[config.mk]
export PLATFORM = sky130hd
export DESIGN_NAME = arbiter_rr_8_flat
export DESIGN_NICKNAME = d
export VERILOG_FILES = /design/src/rtl/arbiter_rr_8_if.sv /design/src/rtl/arbiter_rr_8.sv /design/src/flat_wrapper.sv
export SDC_FILE = /design/constraint.sdc
export NUM_CORES = 1
export LEC_CHECK = 0
export CAP_MARGIN = 30
export CORE_ASPECT_RATIO = 0.75
export CORE_MARGIN = 2
export CORE_UTILIZATION = 51
export CTS_CLUSTER_SIZE = 10
export DETAILED_ROUTE_END_ITERATION = 7
export GPL_TIMING_DRIVEN = 0
export PLACE_DENSITY_LB_ADDON = 0.1
export SLEW_MARGIN = 30
export SYNTH_ARGS = -nofsm -noshare
export SYNTH_HDL_FRONTEND = slang
export SYNTH_SLANG_ARGS = --single-unit
[constraint.sdc]
create_clock -name clk -period 3.1 [get_ports clk]
set_clock_uncertainty 0.15 [all_clocks]
set_input_delay 0.465 -clock clk [delete_from_list [all_inputs] [get_ports clk]]
set_output_delay 0.465 -clock clk [all_outputs]
set_load 0.02 [all_outputs]
[src/rtl/arbiter_rr_8_if.sv]
`default_nettype none
// ============================================================================
// Module      : arbiter_rr_8_if
// Description : Request/grant bundle between eight requesters, their shared
//               consumer and the round-robin arbiter.
//                 req     [7:0] per-requester request lines
//                 ack           consumer acknowledge, completes the grant
//                 gnt_idx [2:0] binary index of granted requester
//                 gnt_vld       gnt_idx valid, grant held while high
//                 to_err        one-cycle pulse on grant timeout
//               master : requester/consumer side (drives req, ack)
//               slave  : arbiter side (drives gnt_idx, gnt_vld, to_err)
// Revision    : 1.0 - initial release
// ============================================================================
interface arbiter_rr_8_if;
    logic [7:0] req;
    logic       ack;
    logic [2:0] gnt_idx;
    logic       gnt_vld;
    logic       to_err;

    modport master (
        output req,
        output ack,
        input  gnt_idx,
        input  gnt_vld,
        input  to_err
    );

    modport slave (
        input  req,
        input  ack,
        output gnt_idx,
        output gnt_vld,
        output to_err
    );
endinterface
`default_nettype wire

[src/rtl/arbiter_rr_8.sv]
`default_nettype none
// ============================================================================
// Module      : arbiter_rr_8
// Description : 8-way round-robin arbiter with registered binary grant.
//               A rotating pointer sets the search start; after each
//               completed grant the pointer moves one past the winner, so
//               the just-served requester has lowest priority next time.
//               Back-to-back grants are issued on the ack edge.
// Ports       : clk       single clock, rising edge
//               rst       synchronous active-low reset
//               bus       arbiter_rr_8_if.slave (req, ack, gnt_idx,
//                         gnt_vld, to_err)
// Parameters  : TO_CYCLES grant-timeout length in cycles (2..255)
// Options     : ARB_TIMEOUT_EN  compiles in the grant watchdog; when
//               undefined to_err is tied low and grants last until ack.
// Revision    : 1.0 - initial release
// ============================================================================
module arbiter_rr_8 #(
    parameter int TO_CYCLES = 16
) (
    input  wire               clk,
    input  wire               rst,
    arbiter_rr_8_if.slave     bus
);

    typedef enum logic [0:0] {
        S_IDLE  = 1'b0,
        S_GRANT = 1'b1
    } state_t;

    state_t     r_state;
    logic [2:0] r_ptr;
    logic [2:0] r_gnt_idx;
    logic       r_gnt_vld;

    logic       w_any;
    logic [2:0] w_base;
    logic [2:0] w_cand;
    logic [2:0] w_win;
    logic       w_found;
    logic       w_timeout;
    logic       w_release;

    generate
        if (TO_CYCLES < 2 || TO_CYCLES > 255) begin : g_bad_to_cycles
            $error("arbiter_rr_8: TO_CYCLES out of range 2..255");
        end
    endgenerate

    // While granting, the search base is the pointer value that the
    // release edge will install (gnt_idx+1), so a back-to-back winner is
    // chosen from the updated pointer in the same cycle.
    always_comb begin
        w_any   = |bus.req;
        w_base  = (r_state == S_GRANT) ? (r_gnt_idx + 3'd1) : r_ptr;
        w_win   = w_base;
        w_cand  = w_base;
        w_found = 1'b0;
        for (int i = 0; i < 8; i++) begin
            w_cand = w_base + 3'(i);
            if (!w_found && bus.req[w_cand]) begin
                w_win   = w_cand;
                w_found = 1'b1;
            end
        end
    end

`ifdef ARB_TIMEOUT_EN
    logic [7:0] r_cnt;
    logic       r_to_err;

    // r_cnt counts completed GRANT cycles without ack; the edge that would
    // make it reach TO_CYCLES releases the grant instead.
    assign w_timeout = (r_state == S_GRANT) && !bus.ack
                       && (r_cnt == 8'(TO_CYCLES - 1));
    assign bus.to_err = r_to_err;
`else
    assign w_timeout  = 1'b0;
    assign bus.to_err = 1'b0;
`endif

    assign w_release = bus.ack || w_timeout;

    always_ff @(posedge clk) begin
        if (!rst) begin
            r_state   <= S_IDLE;
            r_ptr     <= 3'd0;
            r_gnt_idx <= 3'd0;
            r_gnt_vld <= 1'b0;
`ifdef ARB_TIMEOUT_EN
            r_cnt     <= 8'd0;
            r_to_err  <= 1'b0;
`endif
        end else begin
`ifdef ARB_TIMEOUT_EN
            r_to_err <= 1'b0;
`endif
            case (r_state)
                S_IDLE: begin
                    // ack is ignored here; gnt_idx keeps its last value.
                    if (w_any) begin
                        r_gnt_idx <= w_win;
                        r_gnt_vld <= 1'b1;
                        r_state   <= S_GRANT;
`ifdef ARB_TIMEOUT_EN
                        r_cnt     <= 8'd0;
`endif
                    end
                end
                S_GRANT: begin
                    if (w_release) begin
                        r_ptr <= r_gnt_idx + 3'd1;
`ifdef ARB_TIMEOUT_EN
                        r_cnt    <= 8'd0;
                        r_to_err <= w_timeout;
`endif
                        if (w_any) begin
                            r_gnt_idx <= w_win;
                        end else begin
                            r_gnt_vld <= 1'b0;
                            r_state   <= S_IDLE;
                        end
                    end else begin
`ifdef ARB_TIMEOUT_EN
                        r_cnt <= r_cnt + 8'd1;
`endif
                    end
                end
                default: begin
                    r_state   <= S_IDLE;
                    r_gnt_vld <= 1'b0;
                end
            endcase
        end
    end

    assign bus.gnt_idx = r_gnt_idx;
    assign bus.gnt_vld = r_gnt_vld;

endmodule
`default_nettype wire

[src/flat_wrapper.sv]
// flat-port wrapper written by rule: the top's interface ports become plain ports
module arbiter_rr_8_flat 
#(
    parameter int TO_CYCLES = 16
)
  (clk, rst, bus_req, bus_ack, bus_gnt_idx, bus_gnt_vld, bus_to_err);
  arbiter_rr_8_if bus_i ();
  input  wire clk;
  input  wire rst;
  input wire logic [$bits(bus_i.req)-1:0] bus_req;
  input wire logic [$bits(bus_i.ack)-1:0] bus_ack;
  output wire logic [$bits(bus_i.gnt_idx)-1:0] bus_gnt_idx;
  output wire logic [$bits(bus_i.gnt_vld)-1:0] bus_gnt_vld;
  output wire logic [$bits(bus_i.to_err)-1:0] bus_to_err;
  assign bus_i.req = bus_req;
  assign bus_i.ack = bus_ack;
  assign bus_gnt_idx = bus_i.gnt_idx;
  assign bus_gnt_vld = bus_i.gnt_vld;
  assign bus_to_err = bus_i.to_err;
  arbiter_rr_8 #(.TO_CYCLES(TO_CYCLES)) u_core (.clk(clk), .rst(rst), .bus(bus_i));
endmodule
==> results of run 1 <==
-- logic make-up (layout without fill, tap and decap cells) --
kind of cell | count (synthesis) | after routing | synth area share (%)
and+or+nand+nor | 80 | 80 | 30.2
adders and majority gates | 2 | 2 | 1.74
xor gates and xnor gates | 4 | 4 | 4.00
buffers and inverters | 16 | 54 | 5.22
other | 1 | 1 | 0.261
muxes | 9 | 9 | 7.48
DFF | 8 | 8 | 11.1
AOI/OAI and AO/OA | 79 | 79 | 39.9
-- final cells by class --
cell class	count	area, sq um	area share, %
Tap cell	36	45.0	2.31
Multi-Input combinational cell	175	1310	66.9
Inverter	8	33.8	1.73
Buffer	7	51.3	2.63
Sequential cell	8	168	8.60
Timing Repair Buffer	35	302	15.5
Clock buffer	4	45.0	2.31
-- through the flow --
stage	hold slack, ps	setup TNS (ps)	area, sq um
floorplan	286	-18.3	1470
detailed placement	304	-1410	1650
CTS	325	-124	1870
global placement	295	-1260	1650
finish	331	-267	1950
global route	369	-613	1950
-- worst max-delay path, cell delays in order (launching register included) --
cell	delay, ps
dfxtp_4	350
ha_4	250
mux2i_4	180
inv_2	70
buf_8	130
ha_4	160
o211ai_1	140
nand2_2	130
o211ai_1	410
nand4b_4	190
nor4_4	390
buf_4	200
a31oi_1	70
a21oi_1	180
a2111oi_2	60
-- repair_timing --
item,CTS,global route
setup buffers,14,7
endpoints found under the setup margin,3,3
resized for setup,16,7
pin swaps,13,11
cloned,0,0
-- path summary, 6_finish.rpt --
check,startpoint,endpoint,slack [ps],cells after the start
setup / recovery,u_core.bus.gnt_idx[0]$_SDFFE_PN0P_,u_core.bus.gnt_idx[1]$_SDFFE_PN0P_,-90,14
hold / removal,u_core.bus.gnt_vld$_SDFFE_PN0P_,u_core.bus.gnt_vld$_SDFFE_PN0P_,330,2
setup reg to reg,u_core.bus.gnt_idx[0]$_SDFFE_PN0P_,u_core.bus.gnt_idx[1]$_SDFFE_PN0P_,-90,14
hold reg to reg,u_core.bus.gnt_vld$_SDFFE_PN0P_,u_core.bus.gnt_vld$_SDFFE_PN0P_,330,2
-- routing by layer --
metal	global-route usage, %	vias up
li1	-	836
met1	44.0	875
met2	51.4	129
met3	4.34	21
met4	8.33	0
met5	0	-
-- Yosys cell counts, types with 2 or more instances --
cell	instances
a211oi_1	6
o21ai_0	13
ha_1	2
inv_1	8
nor3_1	3
a21o_1	4
nor2_1	14
nor4_1	3
nor3b_1	2
xnor2_2	2
buf_2	3
mux2_2	4
mux2i_1	4
nand2_1	19
a211o_1	2
a21oi_2	2
dfxtp_1	8
clkbuf_1	3
nand3_1	16
or2_2	2
o21ai_1	2
o211ai_1	14
nand2b_1	2
a31oi_1	7
nor2b_1	2
a21oi_1	13
and3_2	2
and2_1	4
nand4_1	3
-- registers in the layout (all words and copies together), names as in the netlist --
name	cells
u_core.r_state	1
u_core.bus.gnt_vld	1
u_core.bus.gnt_idx	3
u_core.r_ptr	3
-- power groups by stage --
| stage | clock [mW] | combinational (mW) | sequential [mW] |
|---|---|---|---|
| detailed placement | 0 | 1.21 | 0.159 |
| floorplan | 0 | 0.921 | 0.169 |
| finish | 0.136 | 1.56 | 0.158 |
| global placement | 0 | 1.19 | 0.158 |
| global route | 0.146 | 1.67 | 0.161 |
| CTS | 0.141 | 1.42 | 0.158 |
-- cells in the final DEF (no fill, tap or decap), types with 3 or more instances in the layout --
cell type,n
nand2_2,3
o21ai_0,13
a211oi_1,4
nand2_1,16
inv_2,3
nor2_1,14
clkbuf_8,3
and2_1,4
o211ai_1,14
a21oi_2,3
dfxtp_1,6
nor4_1,3
nand4_1,3
buf_4,21
nand3_1,16
a21o_1,4
a21oi_1,11
mux2i_1,3
clkbuf_1,3
inv_1,4
a31oi_1,6
clkdlybuf4s50_1,14
a211oi_2,3
==> flow_summary.html, run 1 <==
<table>
<tr><th>Metric</th><th>Value</th></tr>
<tr><th colspan="2">Power and ir drop</th></tr>
<tr><td>Total power of the final layout</td><td>1.86 mW</td></tr>
<tr><td>Reported leakage power</td><td>~0.74 nW</td></tr>
<tr><td>Total power density per cell area</td><td>953 nW/um^2</td></tr>
<tr><td>Sequential share of power</td><td>8.5%</td></tr>
<tr><td>Maximum ir drop on the vdd rail</td><td>0.000513 V</td></tr>
<tr><td>Switch share</td><td>50.1%</td></tr>
<tr><td>Combinational Power Share</td><td>84.1%</td></tr>
<tr><td>Cell-internal power</td><td>0.927 mW</td></tr>
<tr><td>Clock power share</td><td>7.3%</td></tr>
<tr><td>Net switching power of the design</td><td>0.931 mW</td></tr>
<tr><th colspan="2">Route</th></tr>
<tr><td>Uppermost routed layer</td><td>met4</td></tr>
<tr><td>Via count normalized by instance count</td><td>6.82</td></tr>
<tr><td>Overall via count from detail_route</td><td>~1900</td></tr>
<tr><td>Count of TritonRoute iterations in the first routing pass</td><td>5</td></tr>
<tr><td>Residual DRC count</td><td>0</td></tr>
<tr><td>Met1 wire length</td><td>2110 microns</td></tr>
<tr><td>ANT nets after route</td><td>0</td></tr>
<tr><td>DR WL met2</td><td>2360 microns</td></tr>
<tr><td>Routed wl met3</td><td>between 500 and 600 microns</td></tr>
<tr><td>Routed wire per std cell</td><td>18.8 microns</td></tr>
<tr><td>Total routed wirelength</td><td>5120 microns</td></tr>
<tr><td>Violation count after the first detailed-routing iteration</td><td>164</td></tr>
<tr><th colspan="2">Clocking</th></tr>
<tr><td>Number of levels the H-tree was split into</td><td>1</td></tr>
<tr><td>Clock transition at path regs</td><td>50 ps</td></tr>
<tr><td>Clock Path Buffers</td><td>2</td></tr>
<tr><td>Number of sinks handled by clock tree synthesis</td><td>8</td></tr>
<tr><td>Clock latency at the later pin of the worst-skew pair</td><td>about 230 ps</td></tr>
<tr><td>Clock tree from TritonCTS</td><td>done</td></tr>
<tr><td>Root buffer selected by CTS</td><td>clkbuf_8</td></tr>
<tr><td>Hold buffers post-CTS</td><td>0</td></tr>
<tr><td>Num CTS Buffers</td><td>3</td></tr>
<tr><th colspan="2">Synth</th></tr>
<tr><td>Cell types occupying the most area after synthesis</td><td>dfxtp_1 (11%), o211ai_1 (7.3%), nand3_1 (5.6%)</td></tr>
<tr><td>Synthesized cell area</td><td>approximately 1400 sq um</td></tr>
<tr><td>Mean instance size in the synthesized netlist</td><td>7.22 sq um</td></tr>
<tr><td>Asr flop ratio synth</td><td>0%</td></tr>
<tr><td>Number of enable-type register cells in the synthesized netlist</td><td>0</td></tr>
<tr><td>Count of mapped cells out of synthesis</td><td>199</td></tr>
<tr><td>Synthesis-stage register bit count</td><td>8</td></tr>
<tr><td>Top-area cell type share of the netlist area</td><td>11.1%</td></tr>
<tr><td>Most instantiated flip-flop cell in the synthesis netlist</td><td>dfxtp_1</td></tr>
<tr><td>Synthesized Nets</td><td>212</td></tr>
<tr><td>Post-synthesis cell type with the largest combined area</td><td>dfxtp_1</td></tr>
<tr><td>Post-synthesis cell type count</td><td>a little under 60</td></tr>
<tr><td>Total number of yosys warnings</td><td>0</td></tr>
<tr><td>Sequential area share after synthesis</td><td>11.1%</td></tr>
<tr><th colspan="2">Worst setup path</th></tr>
<tr><td>CP Launch Type</td><td>register</td></tr>
<tr><td>Largest fanout on the critical path</td><td>4</td></tr>
<tr><td>Required time reported for the critical path endpoint</td><td>3060 ps</td></tr>
<tr><td>Worst Path Arrival</td><td>about 3200 ps</td></tr>
<tr><td>Start-to-end type of the worst setup path</td><td>register to register</td></tr>
<tr><td>Worst Setup End Kind</td><td>register</td></tr>
<tr><th colspan="2">Die</th></tr>
<tr><td>Die footprint</td><td>3260 sq um</td></tr>
<tr><td>I/O pin count</td><td>16</td></tr>
<tr><td>Height of the chip</td><td>between 40 and 50 microns</td></tr>
<tr><td>Die span in x</td><td>65.3 microns</td></tr>
<tr><td>Initial Utilization</td><td>between 50% and 60%</td></tr>
<tr><td>Core Rows</td><td>16</td></tr>
<tr><td>Core area</td><td>approximately 2600 sq um</td></tr>
<tr><th colspan="2">Global route</th></tr>
<tr><td>GRT Total Usage</td><td>31.7%</td></tr>
<tr><td>Vias in the first global route</td><td>1670</td></tr>
<tr><td>Pin count of the biggest net entering global routing</td><td>11</td></tr>
<tr><td>Antenna violations before repair</td><td>0</td></tr>
<tr><td>Global-route wire length before repair</td><td>slightly below 8000 microns</td></tr>
<tr><td>Grt ovf</td><td>0</td></tr>
<tr><th colspan="2">STA</th></tr>
<tr><td>Period Utilization, post-route</td><td>103%</td></tr>
<tr><td>Max-slew violation total from the final report</td><td>0</td></tr>
<tr><td>RSZ-0062 raised after global routing</td><td>true</td></tr>
<tr><td>Time the final worst path needs with I/O delays and setup</td><td>3190 ps</td></tr>
<tr><td>Post-route worst setup slack</td><td>-92.0 ps</td></tr>
<tr><td>Max Freq</td><td>313 MHz</td></tr>
<tr><td>Setup violators final</td><td>3</td></tr>
<tr><td>Final-report hold violation count</td><td>0</td></tr>
<tr><th colspan="2">Outcome</th></tr>
<tr><td>Violations in the final reports</td><td>setup timing</td></tr>
<tr><td>Result of the run</td><td>finished with violations</td></tr>
<tr><th colspan="2">Finish</th></tr>
<tr><td>Share of post-route cells with drive strength above 1</td><td>31.2%</td></tr>
<tr><td>Area growth from synthesis to layout</td><td>35.6%</td></tr>
<tr><td>Post-layout nets</td><td>between 200 and 300</td></tr>
<tr><td>Number of antenna repair diodes</td><td>0</td></tr>
<tr><td>Layout filler cell count</td><td>205</td></tr>
<tr><td>Non-filler instance count after layout</td><td>~270</td></tr>
<tr><td>Core Util, Final</td><td>73.8%</td></tr>
<tr><th colspan="2">Place</th></tr>
<tr><td>Placer Congestion</td><td>roughly 0.97</td></tr>
<tr><td>Number of I/O port buffers</td><td>14</td></tr>
<tr><td>Number of placed cells counting well taps</td><td>249</td></tr>
<tr><td>Worst-case setup slack after placement</td><td>-501 ps</td></tr>
<tr><td>Estimated wirelength of the detail-placed design</td><td>3650 microns</td></tr>
<tr><th colspan="2">Min path</th></tr>
<tr><td>Hold crit path type</td><td>register to register</td></tr>
<tr><th colspan="2">Flow run</th></tr>
<tr><td>Max-cap violations</td><td>0</td></tr>
</table>
(Power assumes the default switching activity.)
==> run 2: changes to the inputs <==
--- a/config.mk
+++ b/config.mk
@@ -8,12 +8,12 @@
 export CAP_MARGIN = 30
 export CORE_ASPECT_RATIO = 0.75
 export CORE_MARGIN = 2
-export CORE_UTILIZATION = 51
+export CORE_UTILIZATION = 57
 export CTS_CLUSTER_SIZE = 10
 export DETAILED_ROUTE_END_ITERATION = 7
 export GPL_TIMING_DRIVEN = 0
 export PLACE_DENSITY_LB_ADDON = 0.1
-export SLEW_MARGIN = 30
+export SLEW_MARGIN = 40
 export SYNTH_ARGS = -nofsm -noshare
 export SYNTH_HDL_FRONTEND = slang
 export SYNTH_SLANG_ARGS = --single-unit
==> constraint.sdc (replaced) <==
create_clock -name clk -period 3.2 [get_ports clk]
set_clock_uncertainty 0.15 [all_clocks]
set_input_delay 0.48 -clock clk [delete_from_list [all_inputs] [get_ports clk]]
set_output_delay 0.48 -clock clk [all_outputs]
set_load 0.02 [all_outputs]
==> run 2 against run 1 <==
Effect of this change: the run still ends with setup timing left; largest cell class unchanged; largest power group unchanged; hold slack better by 20 ps; sequential cell count unchanged; register-to-register slack hardly changed; global-route usage up 4.1 points; critical path depth increased by 1.
==> flow_summary.html, run 2 (same netlist as run 1, synthesis figures left out) <==
<table>
<tr><th>Metric</th><th>Value</th></tr>
<tr><th colspan="2">STA</th></tr>
<tr><td>Post-route worst setup slack</td><td>-90.7 ps</td></tr>
<tr><td>Max-slew violation total from the final report</td><td>0</td></tr>
<tr><td>Worst slew margin relative to its limit</td><td>58.3%</td></tr>
<tr><td>Time the final worst path needs with I/O delays and setup</td><td>3290 ps</td></tr>
<tr><td>Minimum hold slack</td><td>approximately 350 ps</td></tr>
<tr><td>Final-report hold violation count</td><td>0</td></tr>
<tr><td>RSZ-0062 raised after global routing</td><td>true</td></tr>
<tr><td>Max Freq</td><td>roughly 300 MHz</td></tr>
<tr><td>Setup violators final</td><td>3</td></tr>
<tr><td>Period Utilization, post-route</td><td>103%</td></tr>
<tr><td>Worst-Margin Slew</td><td>between 600 and 700 ps</td></tr>
<tr><th colspan="2">Place</th></tr>
<tr><td>Placer Congestion</td><td>1.00</td></tr>
<tr><td>Worst-case setup slack after placement</td><td>-467 ps</td></tr>
<tr><td>Estimated wirelength of the detail-placed design</td><td>around 3500 microns</td></tr>
<tr><td>Number of placed cells counting well taps</td><td>247</td></tr>
<tr><td>Number of I/O port buffers</td><td>14</td></tr>
<tr><th colspan="2">Power and ir drop</th></tr>
<tr><td>Total power of the final layout</td><td>1.72 mW</td></tr>
<tr><td>Switch share</td><td>53.2%</td></tr>
<tr><td>Combinational Power Share</td><td>86.0%</td></tr>
<tr><td>Total power density per cell area</td><td>905 nW/um^2</td></tr>
<tr><td>Reported leakage power</td><td>0.715 nW</td></tr>
<tr><td>Clock power share</td><td>4.7%</td></tr>
<tr><td>Net switching power of the design</td><td>0.917 mW</td></tr>
<tr><td>Maximum ir drop on the vdd rail</td><td>0.000625 V</td></tr>
<tr><td>Sequential share of power</td><td>about a tenth</td></tr>
<tr><td>Cell-internal power</td><td>0.806 mW</td></tr>
<tr><th colspan="2">Clocking</th></tr>
<tr><td>Clock tree from TritonCTS</td><td>done</td></tr>
<tr><td>Clock latency at the later pin of the worst-skew pair</td><td>260 ps</td></tr>
<tr><td>Number of levels the H-tree was split into</td><td>1</td></tr>
<tr><td>Root buffer selected by CTS</td><td>clkbuf_4</td></tr>
<tr><td>Clock transition at path regs</td><td>roughly 60 ps</td></tr>
<tr><td>Num CTS Buffers</td><td>3</td></tr>
<tr><td>Clock Path Buffers</td><td>2</td></tr>
<tr><td>Number of sinks handled by clock tree synthesis</td><td>8</td></tr>
<tr><th colspan="2">Worst setup path</th></tr>
<tr><td>Worst Setup End Kind</td><td>register</td></tr>
<tr><td>Capturing element of the worst setup path</td><td>u_core.bus.gnt_idx[2]$_SDFFE_PN0P_</td></tr>
<tr><td>Reg2reg setup slack</td><td>-90 ps</td></tr>
<tr><td>CP Launch Type</td><td>register</td></tr>
<tr><td>Largest fanout on the critical path</td><td>6</td></tr>
<tr><td>Required time reported for the critical path endpoint</td><td>around 3200 ps</td></tr>
<tr><td>Critical path launch point</td><td>u_core.bus.gnt_idx[0]$_SDFFE_PN0P_</td></tr>
<tr><td>R2r endpoint</td><td>u_core.bus.gnt_idx[2]$_SDFFE_PN0P_</td></tr>
<tr><td>Depth of the worst register-to-register path</td><td>15</td></tr>
<tr><td>Start-to-end type of the worst setup path</td><td>register to register</td></tr>
<tr><td>Worst Path Arrival</td><td>3290 ps</td></tr>
<tr><td>R2r startpoint</td><td>u_core.bus.gnt_idx[0]$_SDFFE_PN0P_</td></tr>
<tr><th colspan="2">Flow run</th></tr>
<tr><td>Max-cap violations</td><td>0</td></tr>
<tr><th colspan="2">Die</th></tr>
<tr><td>Core area</td><td>2350 sq um</td></tr>
<tr><td>Initial Utilization</td><td>around 61%</td></tr>
<tr><td>Height of the chip</td><td>47.5 microns</td></tr>
<tr><td>Die span in x</td><td>62.0 microns</td></tr>
<tr><td>Die footprint</td><td>just under 3000 sq um</td></tr>
<tr><td>I/O pin count</td><td>16</td></tr>
<tr><td>Core Rows</td><td>15</td></tr>
<tr><th colspan="2">Finish</th></tr>
<tr><td>Highest-count cells in the layout ignoring fill and taps</td><td>nand2_1 (18), buf_4 (18), nand3_1 (16)</td></tr>
<tr><td>Area growth from synthesis to layout</td><td>32.4%</td></tr>
<tr><td>Layout filler cell count</td><td>156</td></tr>
<tr><td>Post-layout nets</td><td>247</td></tr>
<tr><td>Share of post-route cells with drive strength above 1</td><td>a little under a third</td></tr>
<tr><td>Number of antenna repair diodes</td><td>0</td></tr>
<tr><td>Non-filler instance count after layout</td><td>266</td></tr>
<tr><th colspan="2">Min path</th></tr>
<tr><td>Hold crit path type</td><td>register to register</td></tr>
<tr><th colspan="2">Route</th></tr>
<tr><td>Total routed wirelength</td><td>5370 microns</td></tr>
<tr><td>Count of TritonRoute iterations in the first routing pass</td><td>6</td></tr>
<tr><td>Residual DRC count</td><td>0</td></tr>
<tr><td>Violation count after the first detailed-routing iteration</td><td>318</td></tr>
<tr><td>Overall via count from detail_route</td><td>1940</td></tr>
<tr><td>Routed wire per std cell</td><td>~20 microns</td></tr>
<tr><td>ANT nets after route</td><td>0</td></tr>
<tr><td>Via count normalized by instance count</td><td>around 7.3</td></tr>
<tr><th colspan="2">Global route</th></tr>
<tr><td>Grt ovf</td><td>0</td></tr>
<tr><td>Antenna violations before repair</td><td>0</td></tr>
<tr><td>Global-route wire length before repair</td><td>7630 microns</td></tr>
<tr><td>Vias in the first global route</td><td>1617</td></tr>
<tr><td>Pin count of the biggest net entering global routing</td><td>11</td></tr>
<tr><td>GRT Total Usage</td><td>around 36%</td></tr>
<tr><th colspan="2">Outcome</th></tr>
<tr><td>Violations in the final reports</td><td>setup timing</td></tr>
<tr><td>Result of the run</td><td>finished with violations</td></tr>
</table>
## run 2: changes by cell type in the layout (fill, tap and decap cells not counted), sizes merged
cell,delta
buf,-4
clkbuf,-1
## run 2: timing repair
action                     in CTS  in global routing
setup endpoints to repair       3                  3
hold buffers                    0                  0
pin swaps                       6                 14
setup buffers                  10                  7
resized for setup              15                 13
## run 2: metal layers
layer	global-route usage (%)	vias to the layer above	share of wire [%]
met3	9.46	59	14
met1	49.7	860	38
met2	53.8	184	42
li1	-	837	-
met4	12.3	0	6.2
met5	0	-	0
## run 2: how the worst min path moves through the flow
stage / cells past startpoint / to / from
2_1_floorplan: 2 / u_core.r_ptr[1]$_SDFFE_PN0P_ / u_core.r_ptr[1]$_SDFFE_PN0P_
3_3_place_gp: 2 / u_core.r_ptr[1]$_SDFFE_PN0P_ / u_core.r_ptr[1]$_SDFFE_PN0P_
3_5_place_dp: 2 / u_core.r_ptr[1]$_SDFFE_PN0P_ / u_core.r_ptr[1]$_SDFFE_PN0P_
4_1_cts: 2 / u_core.bus.gnt_vld$_SDFFE_PN0P_ / u_core.bus.gnt_vld$_SDFFE_PN0P_
5_1_grt: 2 / u_core.r_ptr[1]$_SDFFE_PN0P_ / u_core.r_ptr[1]$_SDFFE_PN0P_
6_report: 2 / u_core.r_ptr[1]$_SDFFE_PN0P_ / u_core.r_ptr[1]$_SDFFE_PN0P_
## run 2: area by class of cell
class | count | area [sq um] | area share, %
plain buffers | 7 | 52.6 | 2.76
clock buffers | 3 | 22.5 | 1.18
inverters | 8 | 36.3 | 1.91
multi-input cells | 175 | 1320 | 69.2
flip-flops and latches | 8 | 165 | 8.68
well taps | 34 | 42.5 | 2.24
repair buffers | 31 | 268 | 14.1
## run 2: critical path: stages (launching register included)
cell and delay [ps]:
dfxtp_4 370, ha_4 290, mux2i_4 70, inv_2 100, buf_8 110, ha_4 170, inv_4 50, o211ai_1 150
nand2_1 170, o211ai_1 300, buf_4 180, nand4b_4 110, buf_4 170, or4_4 510, a31oi_2 190, a21oi_1 70
## run 2: power by group through the flow
stage	combinational (mW)	clock, mW	sequential [mW]
CTS	1.28	0.0788	0.158
floorplan	0.877	0	0.161
global route	1.54	0.0847	0.162
finish	1.48	0.0803	0.160
detailed placement	1.14	0	0.152
global placement	1.11	0	0.150
## run 2: per-stage QoR
step / setup TNS, ps / util (%) / area (sq um)
CTS: 0 / 76.5 / 1790
global placement: -1110 / 69.8 / 1640
global route: -453 / 81.1 / 1900
detailed placement: -1300 / 69.8 / 1640
finish: -194 / 81.1 / 1900
floorplan: 0 / - / 1450
==> run 3: changes to the inputs <==
--- a/config.mk
+++ b/config.mk
@@ -8,7 +8,8 @@
 export CAP_MARGIN = 30
 export CORE_ASPECT_RATIO = 0.75
 export CORE_MARGIN = 2
-export CORE_UTILIZATION = 57
+export CORE_UTILIZATION = 59
+export CTS_BUF_LIST = sky130_fd_sc_hd__clkbuf_2
 export CTS_CLUSTER_SIZE = 10
 export DETAILED_ROUTE_END_ITERATION = 7
 export GPL_TIMING_DRIVEN = 0
==> run 3 against run 2 <==
Effect of this change: largest cell class unchanged; hold slack improved by 2.7 ps; non-clock buffer count decreased by 1; combinational power about the same; the flow still finishes with violations (setup timing); worst setup slack improved by 25 ps; critical endpoint unchanged; first-iteration DRC count fell by 8.2%; final area down 2.2%; via count is 1.1% lower.
==> flow_summary.html, run 3 (same netlist as run 1, synthesis figures left out) <==
<table>
<tr><th>Metric</th><th>Value</th></tr>
<tr><th colspan="2">Power and ir drop</th></tr>
<tr><td>Reported leakage power</td><td>~0.71 nW</td></tr>
<tr><td>Maximum ir drop on the vdd rail</td><td>0.000902 V</td></tr>
<tr><td>Total power density per cell area</td><td>906 nW/um^2</td></tr>
<tr><th colspan="2">Clocking</th></tr>
<tr><td>Number of sinks handled by clock tree synthesis</td><td>8</td></tr>
<tr><td>Number of levels the H-tree was split into</td><td>1</td></tr>
<tr><td>Clock tree from TritonCTS</td><td>done</td></tr>
<tr><td>Clock transition at path regs</td><td>90 ps</td></tr>
<tr><td>Clock Path Buffers</td><td>2</td></tr>
<tr><td>Num CTS Buffers</td><td>3</td></tr>
<tr><td>Root buffer selected by CTS</td><td>clkbuf_2</td></tr>
<tr><td>Clock latency at the later pin of the worst-skew pair</td><td>around 260 ps</td></tr>
<tr><th colspan="2">STA</th></tr>
<tr><td>Post-route worst setup slack</td><td>-65.2 ps</td></tr>
<tr><td>Setup violators final</td><td>2</td></tr>
<tr><td>Final-report hold violation count</td><td>0</td></tr>
<tr><td>Max Freq</td><td>306 MHz</td></tr>
<tr><td>Time the final worst path needs with I/O delays and setup</td><td>around 3300 ps</td></tr>
<tr><td>RSZ-0062 raised after global routing</td><td>true</td></tr>
<tr><td>Minimum hold slack</td><td>approximately 350 ps</td></tr>
<tr><td>Final sum of negative setup slack</td><td>-65.3 ps</td></tr>
<tr><td>Period Utilization, post-route</td><td>102%</td></tr>
<tr><td>Max-slew violation total from the final report</td><td>0</td></tr>
<tr><th colspan="2">Worst setup path</th></tr>
<tr><td>Largest delay share family, worst path</td><td>simple AND/OR/NAND/NOR gates</td></tr>
<tr><td>R2r startpoint</td><td>u_core.bus.gnt_idx[1]$_SDFFE_PN0P_</td></tr>
<tr><td>Maximum single-stage delay on the critical path</td><td>390 ps</td></tr>
<tr><td>CP Launch Type</td><td>register</td></tr>
<tr><td>Slowest cell on the critical path</td><td>dfxtp_2</td></tr>
<tr><td>Worst Setup End Kind</td><td>register</td></tr>
<tr><td>Required time reported for the critical path endpoint</td><td>3210 ps</td></tr>
<tr><td>Largest fanout on the critical path</td><td>4</td></tr>
<tr><td>Worst Path Arrival</td><td>3280 ps</td></tr>
<tr><td>Reg2reg setup slack</td><td>-70 ps</td></tr>
<tr><td>Depth of the worst register-to-register path</td><td>15</td></tr>
<tr><td>Start-to-end type of the worst setup path</td><td>register to register</td></tr>
<tr><td>R2r endpoint</td><td>u_core.bus.gnt_idx[2]$_SDFFE_PN0P_</td></tr>
<tr><td>Worst-path cell chain</td><td>ha_4 &gt; mux2i_4 &gt; inv_2 &gt; buf_8 &gt; ha_4 &gt; o211ai_1 &gt; nand2_2 &gt; o211ai_1 &gt; buf_4 &gt; nand4b_4 &gt; nor4_4 &gt; buf_4 &gt; or2b_1 &gt; a31oi_1 &gt; a21oi_1</td></tr>
<tr><td>CP bufs+invs</td><td>4</td></tr>
<tr><th colspan="2">Die</th></tr>
<tr><td>Core area</td><td>2310 sq um</td></tr>
<tr><td>Die span in x</td><td>around 61 microns</td></tr>
<tr><td>Die footprint</td><td>between 2000 and 3000 sq um</td></tr>
<tr><td>Core Rows</td><td>15</td></tr>
<tr><td>Initial Utilization</td><td>slightly above 60%</td></tr>
<tr><td>I/O pin count</td><td>16</td></tr>
<tr><td>Height of the chip</td><td>46.8 microns</td></tr>
<tr><th colspan="2">Route</th></tr>
<tr><td>Routed wire per std cell</td><td>20.5 microns</td></tr>
<tr><td>Total routed wirelength</td><td>5420 microns</td></tr>
<tr><td>Residual DRC count</td><td>0</td></tr>
<tr><td>Count of TritonRoute iterations in the first routing pass</td><td>8</td></tr>
<tr><td>ANT nets after route</td><td>0</td></tr>
<tr><td>Overall via count from detail_route</td><td>1919</td></tr>
<tr><td>Via count normalized by instance count</td><td>7.24</td></tr>
<tr><td>Violation count after the first detailed-routing iteration</td><td>292</td></tr>
<tr><th colspan="2">Min path</th></tr>
<tr><td>Cells on Worst Hold Path</td><td>2</td></tr>
<tr><td>Hold crit path type</td><td>register to register</td></tr>
<tr><td>Startpoint of the worst hold path</td><td>u_core.bus.gnt_vld$_SDFFE_PN0P_</td></tr>
<tr><td>Endpoint, Worst Hold</td><td>u_core.bus.gnt_vld$_SDFFE_PN0P_</td></tr>
<tr><th colspan="2">Place</th></tr>
<tr><td>Worst-case setup slack after placement</td><td>-418 ps</td></tr>
<tr><td>Number of I/O port buffers</td><td>14</td></tr>
<tr><td>Estimated wirelength of the detail-placed design</td><td>around 3500 microns</td></tr>
<tr><td>Number of placed cells counting well taps</td><td>247</td></tr>
<tr><td>Placer Congestion</td><td>approximately 1</td></tr>
<tr><th colspan="2">Global route</th></tr>
<tr><td>Met3 usage</td><td>roughly 7.7%</td></tr>
<tr><td>Global-route wire length before repair</td><td>~7500 microns</td></tr>
<tr><td>Pin count of the biggest net entering global routing</td><td>11</td></tr>
<tr><td>Grt ovf</td><td>0</td></tr>
<tr><td>GR met1 Demand/Resource</td><td>a little under half</td></tr>
<tr><td>Vias in the first global route</td><td>~1700</td></tr>
<tr><td>Grt peak-use layer</td><td>met2</td></tr>
<tr><td>GRT Total Usage</td><td>36.7%</td></tr>
<tr><td>Antenna violations before repair</td><td>0</td></tr>
<tr><td>Global routing usage on met2</td><td>62.4%</td></tr>
<tr><th colspan="2">Finish</th></tr>
<tr><td>Highest-count cells in the layout ignoring fill and taps</td><td>buf_4 (18), nand2_1 (17), nand3_1 (16)</td></tr>
<tr><td>Post-layout nets</td><td>246</td></tr>
<tr><td>Most common cell after layout, fill and taps aside</td><td>buf_4</td></tr>
<tr><td>Number of antenna repair diodes</td><td>0</td></tr>
<tr><td>Area growth from synthesis to layout</td><td>29.4%</td></tr>
<tr><td>Layout filler cell count</td><td>155</td></tr>
<tr><td>Non-filler instance count after layout</td><td>265</td></tr>
<tr><td>Share of post-route cells with drive strength above 1</td><td>28.1%</td></tr>
<tr><th colspan="2">Outcome</th></tr>
<tr><td>Result of the run</td><td>finished with violations</td></tr>
<tr><td>Violations in the final reports</td><td>setup timing</td></tr>
<tr><th colspan="2">Flow run</th></tr>
<tr><td>Max-cap violations</td><td>0</td></tr>
</table>
==> run 3: worst max-delay path by stage <==
stage / from / end / slack [ps] / cells after the start
global placement: u_core.bus.gnt_idx[0]$_SDFFE_PN0P_ / u_core.bus.gnt_idx[1]$_SDFFE_PN0P_ / -400 / 13
finish: u_core.bus.gnt_idx[1]$_SDFFE_PN0P_ / u_core.bus.gnt_idx[2]$_SDFFE_PN0P_ / -70 / 15
global route: u_core.bus.gnt_idx[0]$_SDFFE_PN0P_ / u_core.bus.gnt_idx[2]$_SDFFE_PN0P_ / -180 / 16
CTS: u_core.bus.gnt_idx[0]$_SDFFE_PN0P_ / u_core.bus.gnt_idx[2]$_SDFFE_PN0P_ / 5 / 11
detailed placement: u_core.bus.gnt_idx[0]$_SDFFE_PN0P_ / u_core.bus.gnt_idx[1]$_SDFFE_PN0P_ / -420 / 13
floorplan: u_core.bus.gnt_idx[0]$_SDFFE_PN0P_ / u_core.bus.gnt_idx[0]$_SDFFE_PN0P_ / 9 / 12
==> run 3: layout make-up <==
class | instances | area [sq um] | share of cell area [%]
sequential | 8 | 169 | 9.08
multi-input combinational | 175 | 1290 | 69.3
buffer | 6 | 41.3 | 2.22
inverter | 8 | 36.3 | 1.95
clock buffer | 3 | 15.0 | 0.807
timing repair buffer | 31 | 268 | 14.4
tap | 34 | 42.5 | 2.29
==> run 3: worst min-delay path, stage by stage, from the launching register on <==
cell and delay [ps]:
dfxtp_1 350, a21oi_1 50, nor2_1 70
==> run 3: report_power, final <==
part	switching [mW]	leakage, nW	internal [mW]
sequential	0.0346	0.0675	0.125
clock	0.0419	0.0125	0.0255
combinational	0.818	0.626	0.641
==> run 3: stage by stage <==
step	total power [mW]	utilization, %	cell area, sq um
after floorplan	1.04	-	1450
after global placement	1.27	70.9	1640
after detailed placement	1.30	70.9	1640
after CTS	1.54	77.2	1780
after global routing	1.77	80.6	1860
final	1.69	80.6	1860
==> run 3: metal layers <==
metal  vias to the layer above  wire length, microns
met5                         -                     0
met4                         0                   291
met3                        37                   752
met2                       189                  2390
met1                       864                  1990
li1                        829                     -
==> run 3: repair_timing <==
item / 4_1_cts / 5_1_grt
setup buffers: 10 / 7
setup endpoints to repair: 3 / 3
hold buffers: 0 / 0
resized for setup: 13 / 10
pin swaps: 4 / 10
